<file path="config.mk">
export PLATFORM = sky130hd
export DESIGN_NAME = enc16_queue
export DESIGN_NICKNAME = d
export VERILOG_FILES = /design/src/rtl/enc16_queue.sv
export SDC_FILE = /design/constraint.sdc
export NUM_CORES = 1
export LEC_CHECK = 0
export ABC_CLOCK_PERIOD_IN_PS = 4200
export BUFFER_PORTS_ARGS = -buffer_cell sky130_fd_sc_hd__buf_2
export CORE_ASPECT_RATIO = 1.5
export CORE_MARGIN = 2
export CORE_UTILIZATION = 40
export CTS_BUF_LIST = sky130_fd_sc_hd__clkbuf_2 sky130_fd_sc_hd__clkbuf_4 sky130_fd_sc_hd__clkbuf_8
export DETAILED_ROUTE_END_ITERATION = 16
export PLACE_DENSITY = 0.65
export SLEW_MARGIN = 20
export SYNTH_ARGS = -nofsm -noshare
export SYNTH_HDL_FRONTEND = slang
export SYNTH_SLANG_ARGS = --single-unit
</file>
<file path="constraint.sdc">
create_clock -name clk -period 4.2 [get_ports clk]
set_input_delay 0.21 -clock clk [delete_from_list [all_inputs] [get_ports clk]]
set_output_delay 0.21 -clock clk [all_outputs]
set_load 0.03 [all_outputs]
</file>
<file path="src/rtl/enc16_queue.sv">
// rtl/enc16_queue.sv - sequential 16-to-4 encoder: pending request bits drained as codes over valid/ready
// Define ENC16_RR_EN for round-robin priority; otherwise fixed priority per LOW_FIRST.
module enc16_queue #(
  parameter bit LOW_FIRST = 1'b1
) (
  input  logic        clk,
  input  logic        rst_n,
  input  logic [15:0] req,
  input  logic        ready,
  output logic [3:0]  code,
  output logic        valid,
  output logic [15:0] pending,
  output logic        busy
);

  localparam logic [0:0] S_IDLE    = 1'b0;
  localparam logic [0:0] S_PRESENT = 1'b1;

  logic [0:0]  state;
  logic        accept;
  logic [15:0] clr;
  logic [15:0] nxt;
  logic [3:0]  sel_code;

  assign accept = valid && ready;
  assign clr    = accept ? (16'h0001 << code) : 16'h0000;
  // In IDLE clr is zero, so nxt is pending|req; while presenting it is the remainder.
  assign nxt    = (pending & ~clr) | req;
  assign busy   = |pending;

`ifdef ENC16_RR_EN
  logic [3:0] last;
  logic [3:0] base;

  // The code being accepted this cycle counts as the most recent grant.
  assign base = accept ? code : last;

  function automatic logic [3:0] rr_pick(input logic [15:0] x, input logic [3:0] b);
    logic [3:0] start;
    logic [3:0] idx;
    logic [3:0] r;
    start = b + 4'd1;
    r     = start;
    for (int k = 15; k >= 0; k--) begin
      idx = start + k[3:0];
      if (x[idx]) r = idx;
    end
    return r;
  endfunction

  always_comb begin
    sel_code = rr_pick(nxt, base);
  end
`else
  function automatic logic [3:0] fixed_pick(input logic [15:0] x);
    logic [3:0] r;
    r = 4'd0;
    if (LOW_FIRST) begin
      for (int i = 15; i >= 0; i--) if (x[i]) r = i[3:0];
    end else begin
      for (int i = 0; i < 16; i++) if (x[i]) r = i[3:0];
    end
    return r;
  endfunction

  always_comb begin
    sel_code = fixed_pick(nxt);
  end
`endif

  always_ff @(posedge clk or negedge rst_n) begin
    if (!rst_n) begin
      state   <= S_IDLE;
      pending <= 16'h0000;
      code    <= 4'd0;
      valid   <= 1'b0;
`ifdef ENC16_RR_EN
      last    <= 4'd15;
`endif
    end else begin
      pending <= nxt;
`ifdef ENC16_RR_EN
      if (accept) last <= code;
`endif
      case (state)
        S_IDLE: begin
          if (|nxt) begin
            code  <= sel_code;
            valid <= 1'b1;
            state <= S_PRESENT;
          end else begin
            valid <= 1'b0;
          end
        end
        S_PRESENT: begin
          // Hold the presented code under backpressure, even if higher priority arrives.
          if (ready) begin
            if (|nxt) begin
              code <= sel_code;
            end else begin
              valid <= 1'b0;
              state <= S_IDLE;
            end
          end
        end
        default: begin
          valid <= 1'b0;
          state <= S_IDLE;
        end
      endcase
    end
  end

endmodule

</file>
Word level (Yosys, flattened, before mapping)
Index checks and enable logic that the tools add are counted.
{"block": "word_totals", "register_bits": 22, "latchBits": 0, "ram_bits": 0, "mem_bits_ro": 0, "in_bits": 19, "output_inout_bits": 22, "elab_cells": 41, "memories": 0}
{"block": "op_classes", "n_addsub": 0, "n_mul": 0, "div_mod_pow": 0, "n_lt_le_gt_ge": 0, "n_eq_ne": 2, "shift": 1, "mux": 26, "bitwise_logic": 4, "n_reduce_logical": 4}
{"cell": "two-way mux 4 bit", "count": 18}
{"cell": "OR reduction 16 bit", "count": 2}
{"cell": "bitwise AND 16 bit", "count": 1}
{"cell": "two-way mux 16 bit", "count": 1}
{"cell": "NOT 16 bit", "count": 1}
{"cell": "OR 16 bit", "count": 1}
{"cell": "left shift 1 x 4 -> 16 bit (first input constant)", "count": 1}
{"cell": "case mux 4 bit (2 select lines)", "count": 1}
{"cell": "two-way mux 1 bit", "count": 4}
{"cell": "!= test 2 bit (second input constant)", "count": 2}
{"cell": "case mux 1 bit (2 select lines)", "count": 2}
{"cell": "AND reduction 2 bit", "count": 1}
{"cell": "logical AND 1 bit", "count": 1}
{"cell": "NOT 1 bit", "count": 1}

Longest topological paths before layout
Gate-level depths: netlist of run 1.
{"block": "logic_depth", "depth_word": 24, "mapped_depth": 7, "mapped_depth_nobuf": 6}

Worst setup path before layout of run 1
OpenSTA, ideal clock, no wires.
{"block": "synth_timing", "path_type": "register to register", "startpoint": "register valid", "endpoint": "register code[0]", "setup_ps": 128, "arrival_ps": 2292, "t_required_ps": 4072, "setup_slack_ps": 1780, "stages_incl_launch_ff": 7, "path_buffers": 0, "period_less_slack_ps": 2420, "path_cell_list": "dfrtp_1 nand3_2 or4b_4 a311oi_2 nand4bb_1 o21a_1 mux2_1"}
{"block": "synth_between", "elab_chain_cells": 24, "word_cells_on_any_way": 25, "cone_classes": "20 x mux; 3 x bitwise; 2 x reduce/logical"}
{"item": "start: declaration", "line_no": "11", "rtl": "output logic valid,"}
{"item": "start signal: assignment", "line_no": "76", "rtl": "valid <= 1'b0;"}
{"item": "start signal: assignment", "line_no": "89", "rtl": "valid <= 1'b1;"}
{"item": "start signal: assignment", "line_no": "92", "rtl": "valid <= 1'b0;"}
{"item": "logical AND 1 bit (*)", "line_no": "25", "rtl": "assign accept = valid && ready;"}
{"item": "two-way mux 16 bit (*)", "line_no": "26", "rtl": "assign clr = accept ? (16'h0001 << code) : 16'h0000;"}
{"item": "NOT 16 bit (*)", "line_no": "28", "rtl": "assign nxt = (pending & ~clr) | req;"}
{"item": "bitwise AND 16 bit (*)", "line_no": "28"}
{"item": "OR 16 bit (*)", "line_no": "28"}
{"item": "two-way mux 4 bit (16 in series)", "line_no": "59", "rtl": "for (int i = 15; i >= 0; i--) if (x[i]) r = i[3:0];"}
{"item": "two-way mux 4 bit (*)", "line_no": "87, 98"}
{"item": "two-way mux 4 bit", "line_no": "97", "rtl": "if (ready) begin"}
{"item": "case mux 4 bit (2 select lines) (*)", "line_no": "85", "rtl": "case (state)"}
{"item": "end signal: assignment", "line_no": "88", "rtl": "code <= sel_code;"}
{"item": "end signal: assignment", "line_no": "99", "rtl": "code <= sel_code;"}
{"item": "end: declaration", "line_no": "10", "rtl": "output logic [3:0] code,"}
Mark *: on every way between the ends. The rest lies on a longest branch, timed or not. The select of a mux whose other input is x is not followed.
A chain may end at the register's enable or synchronous reset.

Worst setup path in the final report of run 1
{"block": "layout_timing", "startpoint": "register code[2]", "endpoint": "register code[0]"}
{"block": "layout_between", "elab_chain_cells": 24, "word_cells_on_any_way": 25, "cone_classes": "1 x shift; 20 x mux; 3 x bitwise; 1 x reduce/logical"}
{"item": "left shift 1 x 4 -> 16 bit (*)", "line_no": "26"}
{"item": "two-way mux 16 bit (*)", "line_no": "26"}
{"item": "NOT 16 bit (*)", "line_no": "28"}
{"item": "bitwise AND 16 bit (*)", "line_no": "28"}
{"item": "OR 16 bit (*)", "line_no": "28"}
{"item": "two-way mux 4 bit (16 in series)", "line_no": "59"}
{"item": "two-way mux 4 bit (*)", "line_no": "87, 98"}
{"item": "two-way mux 4 bit", "line_no": "97"}
{"item": "case mux 4 bit (2 select lines) (*)", "line_no": "85"}
Marked as above.

==> flow_metrics.py, run 1 <==
metrics = {
    "status": {
        "outcome": "finished clean",
    },
    "critical_path": {
        "arrival_ns": 2.84,
        "worstPathMaxFanout": 15,
        "path_class": "reg2reg",
        "critPathSlowestCell": "dfrtp_1",
        "endpoint_kind": "register",
        "critPathLaunchType": "register",
        "cp.required_ns": 4.34,
        "crit_path_max_incr_delay_ns": 0.64,
        "crit_path_cell_trace": "nand2b_1, or4b_4, a311oi_2, nand4bb_1, o21a_1, mux2_1",
    },
    "clock_tree": {
        "post_cts_resize_count": 0,
        "cts_tree": "yes",
        "clock_sinks": 22,
        "clockBufferDepth": 2,
        "h-tree-depth": 1,
        "path_clk_slew_ns": 0.09,
        "cts-root-buf": "clkbuf_8",
        "cts_buffers": 3,
        "clock_latency_ns": 0.26,
        "cts_setup_buffers": 0,
    },
    "pwr": {
        "p_per_area_nw_per_um2": 307,
        "p_leak_nw": 0.573,
        "vdd_drop_max_v": 0.000214,
        "total_power_mw": 0.491,
    },
    "final_layout": {
        "drive_gt1_share_pct": 28.7,
        "antenna_cells": 0,
        "area_delta_synth_final_pct": 24.4,
        "finalNetCount": 198,
    },
    "sta": {
        "hold_viol": 0,
        "rsz0062_at_grt": "false",
        "max_freq_ghz": 0.371,
        "post-route-period-util_pct": 64.2,
        "slew_headroom_pct": 65.9,
        "worst_slew_pin_slew_ns": 0.511,
        "min_period_ns": 2.70,
        "setup_tns_ns": 0,
        "slew_violations": 0,
        "skew_ns": 0.00469,
        "setup_viol": 0,
    },
    "worst_hold_path": {
        "holdCritPathClass": "in2reg",
    },
    "synth": {
        "synth.most_common_cell": "dfrtp_1",
        "synthFlopType": "dfrtp_1",
        "yosysSeqAreaShare_pct": 42.8,
        "synth_edf_count": 0,
        "syn_inst": 137,
        "synth_seq_cells": 22,
        "synth_common_cells": "dfrtp_1 (22), nor2_1 (17), a21oi_1 (11)",
        "synthDistinctLibCells": 40,
        "yosysTopAreaCell": "dfrtp_1",
        "synth_area_per_cell_um2": 9.38,
        "yosysWarnings": 0,
        "async_flop_share_pct": 100,
        "synth_nets": 156,
        "synthesis.area_um2": 1280,
        "synth_top_cells_by_area": "dfrtp_1 (43%), nor2_1 (5.0%), a21oi_1 (4.3%)",
        "netlist.area_leader.share_pct": 42.8,
    },
    "global_routing": {
        "grt_first_pass_wirelength_mm": 5.87,
        "grt-ovfl-total": 0,
        "grt_pass1_vias": 1233,
        "grt_max_degree": 23,
        "antenna_found_initial": 0,
        "grt.total_usage_pct": 21.0,
    },
    "floorplan": {
        "fp.dieArea_um2": 3690,
        "die_h_um": 73.4,
        "floorplan.initialDensity_pct": 41.5,
        "rows": 25,
        "die_w_um": 50.3,
        "core_area_um2": 3100,
        "io-pin-count": 41,
    },
    "routing": {
        "vias_per_cell": 5.79,
        "dr.pass1.iters": 4,
        "antenna_left": 0,
        "num_vias": 1263,
        "first_iter_violations": 31,
        "wirelength_mm": 3.75,
        "post-route-drc-count": 0,
        "wl_per_cell_um": 17.2,
    },
    "placed_design": {
        "dp.final_hpwl_mm": 2.85,
        "gp_congestion": 0.925,
        "port_buffers": 40,
    },
    "run": {
        "max_cap_viol_count": 0,
    },
}
-- kinds of logic after synthesis --
| logic type | synth area share, % |
|---|---|
| buf+inv | 3.70 |
| compound gates | 19.1 |
| mux | 2.63 |
| flops | 42.8 |
| simple gates | 31.7 |
-- layer usage --
metal	GRT usage, %	vias to the layer above	part of all wire [%]	wire, um
met2	35.8	48	51	1930
li1	-	603	-	-
met1	25.8	604	43	1600
met5	0	-	0	0
met4	11.1	0	1.9	72
met3	2.24	8	4.1	154
-- sequential cells by signal (all words and copies together) (netlist names) --
register  cells
state         1
code          4
pending      16
valid         1
-- through the flow --
step	hold WS [ns]	instances	utilization (%)	instance area [um2]	setup slack, ns
2_1_floorplan	-0.0856	137	-	1280	1.78
3_3_place_gp	0.198	213	49.0	1520	1.67
3_5_place_dp	0.211	213	49.0	1520	1.56
4_1_cts	0.172	218	51.6	1600	1.52
5_1_grt	0.193	218	51.6	1600	1.37
6_report	0.170	218	51.6	1600	1.50
-- layout by cell type, fill, tap and decap left out, types with 4 or more instances in the layout --
| cell | count |
|---|---|
| a21oi_1 | 11 |
| nand2b_1 | 6 |
| nor2_1 | 17 |
| nor3b_1 | 6 |
| nor3_1 | 5 |
| or2_2 | 4 |
| nor4_1 | 6 |
| inv_1 | 8 |
| dfrtp_1 | 22 |
| o21ai_0 | 6 |
| buf_2 | 40 |
-- report_power, final --
group	switching [mW]	internal (mW)	leakage [nW]
Clock	0.0731	0.127	0.0357
Sequential	0.0120	0.217	0.214
Combinational	0.0392	0.0224	0.323
Total	0.124	0.367	0.573
-- final timing paths --
| kind | end | from | cells past startpoint | slack, ns |
|---|---|---|---|---|
| worst max-delay path | code[0] | code[2] | 6 | 1.50 |
| worst min-delay path | pending[8] | req[8] | 3 | 0.17 |
| worst max register to register | code[0] | code[2] | 6 | 1.50 |
| worst min register to register | valid | state | 2 | 0.55 |
| max in group asynchronous | code[3] | rst_n | 2 | 3.42 |
| min in group asynchronous | pending[4] | rst_n | 2 | 0.44 |
-- what timing repair did --
action	in CTS	in global routing
hold buffers	1	0
setup endpoints to repair	0	0
endpoints found under the hold margin	22	0
-- critical path: cells and delay by family (launching register included) --
family / cells / cell delay, ns
AOI/OAI and AO/OA: 2 / 0.61
and+or+nand+nor: 3 / 0.99
muxes: 1 / 0.34
DFF: 1 / 0.64
-- layout make-up --
cell class,instances,area (um2)
Timing Repair Buffer,41,210
Clock buffer,3,41.3
Fill cell,287,1500
Clock inverter,1,30.0
Tap cell,40,50.0
Inverter,8,30.0
Multi-Input combinational cell,103,687
Sequential cell,22,551
Power figures use the tool's default switching activity.
==> run 2: changes to the inputs <==
--- a/config.mk
+++ b/config.mk
@@ -5,14 +5,15 @@
 export SDC_FILE = /design/constraint.sdc
 export NUM_CORES = 1
 export LEC_CHECK = 0
-export ABC_CLOCK_PERIOD_IN_PS = 4200
+export ABC_AREA = 1
+export ABC_CLOCK_PERIOD_IN_PS = 2800
 export BUFFER_PORTS_ARGS = -buffer_cell sky130_fd_sc_hd__buf_2
 export CORE_ASPECT_RATIO = 1.5
 export CORE_MARGIN = 2
 export CORE_UTILIZATION = 40
 export CTS_BUF_LIST = sky130_fd_sc_hd__clkbuf_2 sky130_fd_sc_hd__clkbuf_4 sky130_fd_sc_hd__clkbuf_8
 export DETAILED_ROUTE_END_ITERATION = 16
-export PLACE_DENSITY = 0.65
+export PLACE_DENSITY = 0.66
 export SLEW_MARGIN = 20
 export SYNTH_ARGS = -nofsm -noshare
 export SYNTH_HDL_FRONTEND = slang
==> constraint.sdc (replaced) <==
create_clock -name clk -period 2.8 [get_ports clk]
set_input_delay 0.14 -clock clk [delete_from_list [all_inputs] [get_ports clk]]
set_output_delay 0.14 -clock clk [all_outputs]
set_load 0.03 [all_outputs]
==> run 2 against run 1 <==
Compared with the run above: utilization grew 0.38 points; first-iteration DRC count shrank 39%; non-clock buffer count is the same; die area shrank 4.5%; power grew 10%; fmax grew 33%; largest power group unchanged; sequential power grew 40%; critical endpoint is now code[1]; critical path type unchanged; clock-buffer cell count is the same; largest cell class unchanged; flip-flop and latch count is the same; synthesized cell count grew 8.0%.
==> flow_metrics.py, run 2 <==
metrics = {
    "status": {
        "outcome": "finished clean",
    },
    "final_layout": {
        "largest_reg_flops": 16,
        "most-common-layout-cells": "buf_2 (40), nand2_1 (35), dfrtp_1 (22), inv_1 (13), nor2_1 (13)",
        "drive_gt1_share_pct": 42.4,
        "antenna_cells": 0,
        "area_delta_synth_final_pct": 24.0,
        "mostFrequentLayoutCell": "buf_2",
        "design_area_um2": 1520,
        "finalNetCount": 212,
        "top_register": "pending",
        "largestRegisters": "pending x16, code x4",
    },
    "worst_hold_path": {
        "holdCritPathClass": "in2reg",
    },
    "global_routing": {
        "grt_pass1_vias": 1117,
        "antenna_found_initial": 0,
        "grt_first_pass_wirelength_mm": 4.99,
        "grt_max_degree": 23,
        "grt.total_usage_pct": 17.7,
        "grt-ovfl-total": 0,
    },
    "floorplan": {
        "fp.dieArea_um2": 3520,
        "die_w_um": 49.1,
        "die_h_um": 71.7,
        "rows": 24,
        "core_area_um2": 2910,
        "floorplan.initialDensity_pct": 42.0,
        "io-pin-count": 41,
    },
    "synth": {
        "syn_inst": 148,
        "synthesis.area_um2": 1220,
        "yosysSeqAreaShare_pct": 45.0,
        "synth_common_cells": "nand2_1 (35), dfrtp_1 (22), inv_1 (13), nor2_1 (13), inv_2 (12)",
        "synth.most_common_cell": "nand2_1",
        "synth_edf_count": 0,
        "synth_area_per_cell_um2": 8.26,
        "netlist.area_leader.share_pct": 45.0,
        "synthFlopType": "dfrtp_1",
        "yosysWarnings": 0,
        "synth_top_cells_by_area": "dfrtp_1 (45%), nand2_1 (11%), nor2_4 (5.5%)",
        "async_flop_share_pct": 100,
        "synthDistinctLibCells": 27,
        "yosysTopAreaCell": "dfrtp_1",
        "synth_seq_cells": 22,
        "synth_nets": 167,
    },
    "clock_tree": {
        "cts-root-buf": "clkbuf_8",
        "clock_latency_ns": 0.25,
        "clock_sinks": 22,
        "path_clk_slew_ns": 0.07,
        "cts_setup_buffers": 0,
        "post_cts_resize_count": 0,
        "holdBufCountCts": 1,
        "cts_buffers": 3,
        "clockBufferDepth": 2,
        "h-tree-depth": 1,
        "cts_tree": "yes",
    },
    "routing": {
        "first_iter_violations": 19,
        "num_vias": 1092,
        "vias_per_cell": 4.75,
        "dr.pass1.iters": 4,
        "antenna_left": 0,
        "wl_per_cell_um": 12.8,
        "wirelength_mm": 2.95,
        "post-route-drc-count": 0,
    },
    "sta": {
        "slew_headroom_pct": 67.5,
        "post-route-period-util_pct": 72.4,
        "min_period_ns": 2.03,
        "fin_hold_ws_ns": 0.0799,
        "hold_viol": 0,
        "rsz0062_at_grt": "false",
        "slew_violations": 0,
        "setup_viol": 0,
        "setup_tns_ns": 0,
        "max_freq_ghz": 0.493,
        "skew_ns": 0.00193,
        "setup_slack_ns": 0.772,
        "worst_slew_pin_slew_ns": 0.487,
    },
    "critical_path": {
        "endpoint_kind": "register",
        "cp.required_ns": 2.95,
        "path_class": "reg2reg",
        "worstPathMaxFanout": 8,
        "critPathLaunchType": "register",
        "reg2reg_slack_ns": 0.77,
        "arrival_ns": 2.18,
    },
    "pwr": {
        "total_power_mw": 0.541,
        "p_int_mw": 0.427,
        "p_switching_mw": 0.115,
        "pwr-share-seq_pct": 59.1,
        "clkPwrFrac_pct": 35.3,
        "p_leak_nw": 0.560,
        "p_sw_share_pct": 21.2,
        "p_per_area_nw_per_um2": 357,
        "vdd_drop_max_v": 0.000289,
        "power_frac_comb_pct": 5.6,
    },
    "placed_design": {
        "gp_congestion": 0.863,
        "port_buffers": 40,
        "place_ws_ns": 0.814,
        "dp.final_hpwl_mm": 2.43,
        "dpl_cell_area_um2": 1460,
    },
    "run": {
        "max_cap_viol_count": 0,
    },
}
[run 2: changes by cell type after synthesis, moves of 5 or more]
| cell | previous run | this run |
|---|---|---|
| nand2b_1 | 6 | 0 |
| a21oi_2 | 0 | 6 |
| a21oi_1 | 11 | 3 |
| inv_2 | 0 | 12 |
| nand3_1 | 0 | 6 |
| nor2_2 | 0 | 5 |
| o21ai_0 | 6 | 0 |
| nor3b_1 | 6 | 0 |
| nand2_1 | 2 | 35 |
| nor2_4 | 0 | 6 |
| inv_1 | 8 | 13 |
[run 2: area by class of cell]
class                           count  area, um2
Fill cell                         305       1400
Timing Repair Buffer               41        210
Clock buffer                        3       41.3
Tap cell                           39       48.8
Multi-Input combinational cell     99        567
Inverter                           26       97.6
Sequential cell                    22        551
[run 2: routing by layer]
layer | part of all wire (%) | vias to the layer above | global-route usage, %
met5 | 0 | - | 0
met4 | 1.6 | 0 | 4.76
met3 | 4.6 | 6 | 2.71
met2 | 53 | 32 | 32.7
met1 | 41 | 499 | 21.1
li1 | - | 555 | -
[run 2: path summary, 6_finish.rpt]
kind,start,to,depth (start not counted)
max,code[0],code[1],12
min,req[14],pending[14],3
max reg2reg,code[0],code[1],12
min reg2reg,state,valid,3
max in group asynchronous,rst_n,pending[13],2
min in group asynchronous,rst_n,state,2
[run 2: stage by stage]
step / cells / util [%]
floorplan: 148 / -
global placement: 226 / 50.3
detailed placement: 226 / 50.3
CTS: 230 / 52.0
global route: 230 / 52.0
finish: 230 / 52.0
[run 2: kinds of logic (layout without fill, tap and decap cells)]
family,Yosys count,in the layout,synth area share [%]
flip-flops,22,22,45.0
buffers and inverters,27,70,8.60
AND/OR/NAND/NOR,79,79,34.5
AO/OA/AOI/OAI,20,20,11.9
[run 2: critical path, stage by stage (launching register included)]
cell      delay (ns)
dfrtp_1         0.49
nor3_1          0.31
a21boi_1        0.10
nor2_1          0.17
clkinv_1        0.15
nor2_4          0.12
nand2_1         0.08
nor2_2          0.14
nand2_2         0.09
nand2_4         0.08
inv_2           0.04
nand3_1         0.08
o21ai_2         0.05
[run 2: power by group through the flow]
| stage | clock (mW) | combinational [mW] | sequential, mW |
|---|---|---|---|
| global route | 0.208 | 0.0335 | 0.320 |
| finish | 0.191 | 0.0302 | 0.320 |
| detailed placement | 0 | 0.0298 | 0.326 |
| CTS | 0.193 | 0.0310 | 0.320 |
| global placement | 0 | 0.0294 | 0.326 |
| floorplan | 0 | 0.00536 | 0.328 |
==> run 3: changes to the inputs <==
--- a/config.mk
+++ b/config.mk
@@ -6,7 +6,7 @@
 export NUM_CORES = 1
 export LEC_CHECK = 0
 export ABC_AREA = 1
-export ABC_CLOCK_PERIOD_IN_PS = 2800
+export ABC_CLOCK_PERIOD_IN_PS = 1950
 export BUFFER_PORTS_ARGS = -buffer_cell sky130_fd_sc_hd__buf_2
 export CORE_ASPECT_RATIO = 1.5
 export CORE_MARGIN = 2
==> constraint.sdc (replaced) <==
create_clock -name clk -period 1.95 [get_ports clk]
set_input_delay 0.0975 -clock clk [delete_from_list [all_inputs] [get_ports clk]]
set_output_delay 0.0975 -clock clk [all_outputs]
set_load 0.03 [all_outputs]
==> run 3 against run 2 <==
Compared with the run above: the flow now finishes with violations (setup timing); final area increased by 19%; wire length is 16% higher; register-to-register slack got worse by 0.79 ns; critical path depth is 2 higher; via count is 11% higher; clock-buffer cell count up 1; fmax grew 3.3%; sequential share of layout area fell by 5.5 points; utilization increased by 9.8 points; critical path type unchanged; largest cell class unchanged.
==> flow_metrics.py, run 3 (synthesized netlist as in run 2, its figures left out) <==
metrics = {
    "routing": {
        "antenna_left": 0,
        "num_vias": 1213,
        "vias_per_cell": 4.81,
        "dr.pass1.iters": 3,
        "wl_per_cell_um": 13.5,
        "first_iter_violations": 28,
        "wirelength_mm": 3.41,
        "post-route-drc-count": 0,
    },
    "floorplan": {
        "die_h_um": 71.7,
        "core_area_um2": 2910,
        "die_w_um": 49.1,
        "fp.dieArea_um2": 3520,
        "floorplan.initialDensity_pct": 42.0,
        "rows": 24,
        "io-pin-count": 41,
    },
    "clock_tree": {
        "cts_tree": "yes",
        "clockBufferDepth": 2,
        "clock_latency_ns": 0.26,
        "cts-root-buf": "clkbuf_8",
        "cts_buffers": 3,
        "path_clk_slew_ns": 0.08,
        "clock_sinks": 22,
        "h-tree-depth": 1,
    },
    "sta": {
        "skew_ns": 0.00696,
        "setup_slack_ns": -0.0134,
        "hold_viol": 0,
        "setup_viol": 2,
        "rsz0062_at_grt": "true",
        "worst_slew_pin_slew_ns": 0.497,
        "min_period_ns": 1.96,
        "max_freq_ghz": 0.509,
        "setup_tns_ns": -0.0266,
        "post-route-period-util_pct": 101,
        "slew_headroom_pct": 66.8,
        "slew_violations": 0,
    },
    "global_routing": {
        "grt.total_usage_pct": 19.1,
        "grt_first_pass_wirelength_mm": 5.33,
        "grt_max_degree": 23,
        "grt_use_met2_pct": 34.7,
        "antenna_found_initial": 0,
        "grt-ovfl-total": 0,
        "grt_pass1_vias": 1241,
        "grt_use_met1_pct": 22.3,
        "grt-busiest-layer": "met2",
        "use_met3_pct": 2.50,
    },
    "status": {
        "failed_checks": "setup timing",
        "outcome": "complete, but fails checks",
    },
    "pwr": {
        "vdd_drop_max_v": 0.000473,
        "p_leak_nw": 0.673,
        "p_per_area_nw_per_um2": 463,
    },
    "final_layout": {
        "mostFrequentLayoutCell": "buf_2",
        "top_register": "pending",
        "drive_gt1_share_pct": 57.7,
        "fillers": 284,
        "largest_reg_flops": 16,
        "antenna_cells": 0,
        "fin_util_pct": 61.8,
        "finalNetCount": 233,
        "most-common-layout-cells": "buf_2 (40), nand2_1 (32), dfrtp_1 (19), buf_4 (18), inv_1 (12)",
        "area_delta_synth_final_pct": 47.2,
        "largestRegisters": "pending x16, code x4",
    },
    "critical_path": {
        "r2r_start": "code[0]",
        "worstPathMaxFanout": 7,
        "reg2reg_to": "code[1]",
        "cp.required_ns": 2.10,
        "r2r_cells": 14,
        "arrival_ns": 2.12,
        "reg2reg_slack_ns": -0.01,
        "critPathLaunchType": "register",
        "endpoint_kind": "register",
        "path_class": "reg2reg",
    },
    "worst_hold_path": {
        "min_to": "pending[14]",
        "holdCritPathClass": "in2reg",
        "hp-start": "req[14]",
        "holdPathStages": 3,
    },
    "run": {
        "max_cap_viol_count": 0,
    },
    "placed_design": {
        "gp_congestion": 0.900,
        "dp.final_hpwl_mm": 2.52,
        "port_buffers": 40,
    },
}
-- run 3: cell types whose count changed in the layout (fill, tap and decap cells not counted), moves of 4 or more --
cell | previous run | this run
nor3_4 | 0 | 4
nor2_1 | 13 | 7
buf_4 | 0 | 18
nor2_2 | 5 | 10
nand3_1 | 6 | 2
-- run 3: worst max-delay path by stage --
| stage | cells past startpoint | endpoint | slack [ns] | from |
|---|---|---|---|---|
| after floorplan | 14 | code[1] | 0.02 | valid |
| final | 14 | code[1] | -0.01 | code[0] |
| after global placement | 12 | code[1] | -0.06 | code[2] |
| after CTS | 14 | code[1] | 0.02 | code[0] |
| after global routing | 14 | code[1] | -0.19 | code[1] |
| after detailed placement | 12 | code[1] | -0.04 | code[2] |
-- run 3: layer usage --
| layer | part of all wire (%) | vias to the layer above | routed length (um) |
|---|---|---|---|
| met1 | 40 | 578 | 1350 |
| met2 | 55 | 30 | 1890 |
| met4 | 2.2 | 0 | 74 |
| met5 | 0 | - | 0 |
| met3 | 2.8 | 8 | 96 |
| li1 | - | 597 | - |
-- run 3: layout make-up --
type                            instances  area, um2  area share (%)
Tap cell                               39       48.8            2.71
Clock buffer                            4       55.1            3.06
Timing Repair Buffer                   62        375            20.9
Sequential cell                        22        554            30.8
Inverter                               26        105            5.84
Multi-Input combinational cell         99        661            36.7
-- run 3: per-stage QoR --
| step | hold slack (ns) | worst slack [ns] | instance area (um2) | power [mW] | instances |
|---|---|---|---|---|---|
| after floorplan | -0.198 | 0.0220 | 1220 | 0.479 | 148 |
| after global placement | 0.0898 | -0.0556 | 1490 | 0.511 | 230 |
| after detailed placement | 0.0964 | -0.0409 | 1490 | 0.512 | 230 |
| after CTS | 0.0330 | 0.0156 | 1570 | 0.835 | 235 |
| after global routing | 0.0349 | -0.186 | 1800 | 0.867 | 252 |
| final | 0.0361 | -0.0134 | 1800 | 0.834 | 252 |
-- run 3: timing repair --
| item | in CTS | in global routing |
|---|---|---|
| endpoints found under the hold margin | 22 | 0 |
| setup buffers | 0 | 17 |
| resized for setup | 4 | 29 |
| endpoints found under the setup margin | 3 | 6 |
| pin swaps | 0 | 24 |
| hold buffers | 1 | 0 |
| cloned | 0 | 0 |
-- run 3: power breakdown --
group | internal, mW | switching [mW]
combinational | 0.0180 | 0.0269
clock | 0.180 | 0.149
sequential | 0.457 | 0.00266
-- run 3: worst max-delay path, stage by stage (launching register included) --
cell and delay, ns:
dfrtp_2 0.51, inv_4 0.08, buf_4 0.15, nor3_4 0.13
nand2_1 0.09, a21oi_2 0.17, inv_2 0.07, nor2_4 0.13
nand2_2 0.08, nor2_4 0.14, nand2_2 0.08, nand2_4 0.10
inv_4 0.04, nand3_2 0.05, o21ai_2 0.05
